==> src/rtl/store_buffer.sv <==
// store_buffer: in-order store FIFO that drains one write per cycle to data memory; optional load forwarding under macro STORE_FWD_EN
module store_buffer #(
   parameter int DEPTH = 4
) (
   input  logic                     clock,
   input  logic                     reset,
   input  logic                     st_valid,
   output logic                     st_ready,
   input  logic [7:0]               st_addr,
   input  logic [15:0]              st_data,
   input  logic                     drain_hold,
   output logic                     mem_signal_write,
   output logic [7:0]               mem_addr_write,
   output logic [15:0]              mem_data_write,
   input  logic [7:0]               ld_addr,
   output logic [7:0]               mem_addr_read,
   input  logic [15:0]              mem_data_read,
   output logic [15:0]              ld_data,
   output logic                     ld_fwd_hit,
   output logic [$clog2(DEPTH):0]   count,
   output logic                     empty
);
   localparam int AW = $clog2(DEPTH);
   logic [7:0]    r_addr [DEPTH];
   logic [15:0]   r_data [DEPTH];
   logic [AW-1:0] r_head;
   logic [AW-1:0] r_tail;
   logic [AW:0]   r_count;
   logic          w_push;
   logic          w_pop;
   assign st_ready         = r_count != (AW+1)'(DEPTH);
   assign mem_signal_write = (r_count != '0) && !drain_hold;
   assign w_push           = st_valid && st_ready;
   assign w_pop            = mem_signal_write;
   assign mem_addr_write   = r_addr[r_head];
   assign mem_data_write   = r_data[r_head];
   assign mem_addr_read    = ld_addr;
   assign count            = r_count;
   assign empty            = r_count == '0;
   // pointer and occupancy bookkeeping; pointers wrap naturally at DEPTH (power of two)
   always_ff @(posedge clock or posedge reset) begin
      if (reset) begin
         r_head  <= '0;
         r_tail  <= '0;
         r_count <= '0;
      end else begin
         if (w_push) r_tail <= r_tail + 1'b1;
         if (w_pop) r_head <= r_head + 1'b1;
         r_count <= r_count + (AW+1)'(w_push) - (AW+1)'(w_pop);
      end
   end
   // entry storage, written at tail on a push
   always_ff @(posedge clock or posedge reset) begin
      if (reset) begin
         for (int k = 0; k < DEPTH; k++) begin
            r_addr[k] <= '0;
            r_data[k] <= '0;
         end
      end else if (w_push) begin
         r_addr[r_tail] <= st_addr;
         r_data[r_tail] <= st_data;
      end
   end
`ifdef STORE_FWD_EN
   // scan oldest to youngest so the youngest matching entry wins
   always_comb begin
      ld_data    = mem_data_read;
      ld_fwd_hit = 1'b0;
      for (int k = 0; k < DEPTH; k++) begin
         if (((AW+1)'(k) < r_count) && (r_addr[r_head + AW'(k)] == ld_addr)) begin
            ld_data    = r_data[r_head + AW'(k)];
            ld_fwd_hit = 1'b1;
         end
      end
   end
`else
   assign ld_data    = mem_data_read;
   assign ld_fwd_hit = 1'b0;
`endif
endmodule

==> config.mk <==
export PLATFORM = sky130hd
export DESIGN_NAME = store_buffer
export DESIGN_NICKNAME = d
export VERILOG_FILES = /design/src/rtl/store_buffer.sv
export SDC_FILE = /design/constraint.sdc
export NUM_CORES = 1
export LEC_CHECK = 0
export CAP_MARGIN = 25
export CELL_PAD_IN_SITES_DETAIL_PLACEMENT = 1
export CELL_PAD_IN_SITES_GLOBAL_PLACEMENT = 2
export CORE_AREA = 2 2 117 119
export DETAILED_ROUTE_END_ITERATION = 10
export DIE_AREA = 0 0 119 121
export GPL_TIMING_DRIVEN = 0
export HOLD_SLACK_MARGIN = 0.08
export PLACE_DENSITY = 0.84
export REMOVE_ABC_BUFFERS = 1
export SETUP_SLACK_MARGIN = 0.5
export SYNTH_ARGS = -nofsm -noshare
export SYNTH_HDL_FRONTEND = slang
export SYNTH_SLANG_ARGS = --single-unit
==> constraint.sdc <==
create_clock -name clock -period 8.25 [get_ports clock]
set_clock_uncertainty 0.1 [all_clocks]
set_input_delay 1.65 -clock clock [delete_from_list [all_inputs] [get_ports clock]]
set_output_delay 1.65 -clock clock [all_outputs]
set_load 0.01 [all_outputs]
==> results <==
- The flow ran to the end, and the final reports show no timing, DRC or antenna violations.
- Yosys printed 0 warnings.
- The longest clock path from root to sink contains 2 buffers.
- The overall die area is roughly 14,000 µm².
- The number of global-route vias before repair is between 2,000 and 3,000.
- The most frequent cell after synthesis is sky130_fd_sc_hd__dfrtp_1.
- In this run the biggest area consumer among cell types represents about 50% of the synthesized area.
- The area of the core region is ~13,000 µm².
- The insertion delay to the later sink of the worst-skew pair is between 0.3 and 0.4 ns.
- Sequential elements use around half of the synthesized area.
- The synthesized area per cell is 17.5 µm².
- The design internal power is roughly 0.0019 W.
- The switching power summed over all nets is 0.000785 W.
- Max-cap violations in this run came to 0.
- The worst slew margin relative to its limit is approximately 43%.
- The switching part of the total power is ~30%.
- The remaining global-route overflow is 0.
- The critical path's most frequent cell is sky130_fd_sc_hd__clkdlybuf4s50_1.
- The total negative setup slack is 0 ns.
- The clock transition at the register clock pins on the worst setup and hold paths after CTS is roughly 0.070 ns.
- The fraction of registers with async set/reset is 100%.
- The sequential group share of total power is 37.3%.
- Based on the critical path, the design can be clocked at up to ~210 MHz.
- The kind of start point of the critical path is an input port.
- Including well taps, the total number of placed cells is just under 500.
- Setup repair after global routing left no endpoint under its margin.
- Once detailed placement completed, the half-perimeter wirelength came to between 6 and 7 mm.
- For this run, the slowest stage of the critical path takes 0.60 ns.
- The number of failing hold endpoints at the final stage is 0.
- The most used flip-flop cell after synthesis is sky130_fd_sc_hd__dfrtp_1.
- The first-pass GRT wire length is about 17 mm.
- Yosys mapped a number of flops with a built-in enable equal to 0.
- Synthesis handed over a netlist of roughly 300 instances.
- The growth of design area from synthesis to finish is 14.0%.
- Of all cell types, the one taking the most synthesized area is sky130_fd_sc_hd__dfrtp_1.
- The maximum resistive drop on vdd is 0.000173 V.
- The initial core utilization is between 30% and 40%.
- In this run the critical register-to-register path is launched from count[1].
- The final core area utilization is 45.1%.
- The type of the tightest min-delay check is flop to flop.
- Sorting the synthesized cells by how often they occur yields 103 x sky130_fd_sc_hd__dfrtp_1, 80 x sky130_fd_sc_hd__mux2_4, 25 x sky130_fd_sc_hd__buf_4.
- Routability-driven placement finished with a final weighted congestion of between 0.6 and 0.7.
- The worst setup margin is roughly 3.6 ns.
- After filler insertion, the fill cell instance count of the layout stands at ~1,300.
- The mean routed wirelength per cell is around 21 µm.
- After synthesis the netlist holds a flip-flop and latch count of ~100.
- The final wirelength is between 10 and 15 mm.
- The buffer cell driving the clock tree root is sky130_fd_sc_hd__clkbuf_16.
- The required arrival time at the worst endpoint is 6.50 ns.
- Global routing consumed, over all layers together, between 15 and 20% of the routing resources.
- The number of setup violations in the final report is 0.
- The pin count of the biggest net entering global routing is 73.
- The final critical-path share of the clock period is about 57%.
- The endpoint of the worst register-to-register path is count[2].
- The share of post-route cells with drive strength above 1 is slightly below 40%.
- The worst setup path is of the input port to primary output kind.
- Along the worst hold path, the cell count comes to 1.
- In the routed design, unresolved DRC markers number 0.
- The startpoint identified for the worst hold timing path is r_addr[16].
- The post-cts hold buffer count is 0.
- The max-slew violation count is 0.
- In this run, CTS created clock tree buffers numbering 9.
- Once layout is done, the placed cells without fillers occupy just under 6000 µm².
- For hold timing, the worst endpoint is r_addr[16].
- The repair_antennas step left the layout with diodes totalling 0.
- Along the worst path, the maximum fanout reaches 3.
- The initial antenna violation count was 0.
- Clock tree synthesis found a total of 103 sinks.
- Dividing the detail-routed via count by the number of cells gives between 5 and 6.
- Per report_power, the clock group accounts for ~18% of the total.
- For this block, the initial DRC count from the detailed router was between 100 and 150.
- The transition at the pin with the smallest max-transition slack is around 0.86 ns.
- The worst register-to-register path has a depth of 9.
- The total number of vias is between 2,000 and 3,000.
- Post-CTS repair changed the size of 0 cells.
- Of the total power, combinational logic draws 44.9%.
- The number of search-and-repair iterations in the first detailed-routing pass is 4.
- After clock tree synthesis, the setup repair step added 0 buffers.
- Once detail routing completed, the nets flagged for antenna violations numbered 0.
- The standard cell area after detailed placement is 5570 µm².
- The largest individual stage delay along the critical path comes from the cell sky130_fd_sc_hd__clkdlybuf4s50_1.
- Port buffering added 57 buffers.
- In this run the horizontal extent of the chip is 119 µm.
- The post-placement worst setup slack is 3.51 ns.
- The synthesized netlist occupies a cell area of 5180 µm².
- The height of the die is 121 µm.
- The register-to-register path setup slack is 5.77 ns.
- The H-tree depth is 3.
- The data arrival time of the worst path is a little under 3 ns.
- For the finished layout, the period the worst path requires is 4.69 ns.
- At the end of the flow, the number of nets in the layout was 380.
- The total leakage power is approximately 2.5 nW.
- After synthesis, the netlist uses 21 different library cells.
- The I/O pin total is between 100 and 150.
- The ratio of total power to cell area is ~450 nW/µm².
- The number of standard cells in the layout, taps in and fillers out is roughly 500.
- The critical path goes through clkdlybuf4s50_1 > nor2_1 > clkdlybuf4s50_1.
- In the post-synthesis netlist, the biggest area contributors are sky130_fd_sc_hd__dfrtp_1 50%, sky130_fd_sc_hd__mux2_4 23%, sky130_fd_sc_hd__mux4_2 10%.
- The CTS tree is yes.
- The floorplan has 42 rows.
- The capturing element type of the critical path is a primary output.
==> routing by layer <==
| layer | global-route usage (%) | vias to the layer above | wire length (µm) |
|---|---|---|---|
| li1 | - | 1078 | - |
| met1 | 22.2 | 1370 | 5080 |
| met2 | 23.4 | 72 | 4710 |
| met3 | 6.95 | 5 | 632 |
| met4 | 3.13 | 0 | 88 |
| met5 | 0 | - | 0 |
==> critical path, delay by kind of cell <==
kind                   cells  cell delay (ns)
buffers and inverters      2             1.03
AND/OR/NAND/NOR            1             0.26
==> power by group through the flow <==
stage | logic, W | registers, W | clock network, W
2_1_floorplan | 0.000810 | 0.000916 | 0
3_3_place_gp | 0.00117 | 0.000972 | 0
3_5_place_dp | 0.00120 | 0.000991 | 0
4_1_cts | 0.00120 | 0.000989 | 0.000485
5_1_grt | 0.00126 | 0.00103 | 0.000505
6_report | 0.00119 | 0.000987 | 0.000470
==> layout by cell type, fill, tap and decap left out, types with 2 or more instances in the layout <==
master / n
sky130_fd_sc_hd__and3_4: 4
sky130_fd_sc_hd__bufinv_16: 2
sky130_fd_sc_hd__clkbuf_16: 9
sky130_fd_sc_hd__clkdlybuf4s50_1: 57
sky130_fd_sc_hd__clkinvlp_4: 2
sky130_fd_sc_hd__dfrtp_1: 101
sky130_fd_sc_hd__dfrtp_2: 2
sky130_fd_sc_hd__ha_1: 6
sky130_fd_sc_hd__inv_1: 5
sky130_fd_sc_hd__mux2_1: 16
sky130_fd_sc_hd__mux2_4: 80
sky130_fd_sc_hd__mux4_2: 24
sky130_fd_sc_hd__xnor2_1: 3
sky130_fd_sc_hd__xor2_1: 2
==> per-stage QoR <==
step / hold slack (ns) / power [W]
finish: 0.386 / 0.00264
global placement: 0.362 / 0.00215
global route: 0.406 / 0.00280
CTS: 0.389 / 0.00268
floorplan: 0.353 / 0.00173
detailed placement: 0.372 / 0.00219
==> logic make-up after synthesis <==
| kind of cell | share of synthesized area (%) |
|---|---|
| xor+xnor | 0.846 |
| buf+inv | 8.70 |
| simple gates | 1.43 |
| mux | 37.3 |
| fa+ha+maj | 1.84 |
| flops | 49.8 |
| other cells | 0.0724 |
==> area by class of cell <==
cell class | instances | area (µm²) | area share (%)
flip-flops and latches | 103 | 2580 | 43.7
multi-input cells | 143 | 2150 | 36.4
repair buffers | 58 | 598 | 10.1
clock buffers | 10 | 239 | 4.05
well taps | 176 | 220 | 3.73
clock inverters | 6 | 92.6 | 1.57
inverters | 6 | 25.0 | 0.424
==> sequential cells by signal (all words and copies together) (netlist names) <==
name    count
count       3
r_tail      2
r_data     64
r_head      2
r_addr     32
==> worst max path at each step <==
stage	endpoint	from	cells past startpoint	slack, ns
6_report	mem_signal_write	drain_hold	3	3.56
5_1_grt	mem_signal_write	drain_hold	3	3.48
4_1_cts	mem_signal_write	drain_hold	3	3.50
3_5_place_dp	mem_signal_write	drain_hold	3	3.51
3_3_place_gp	r_data[14]	reset	2	2.39
2_1_floorplan	count[0]	reset	1	3.80
No activity file was read; power rests on OpenSTA's default activity.
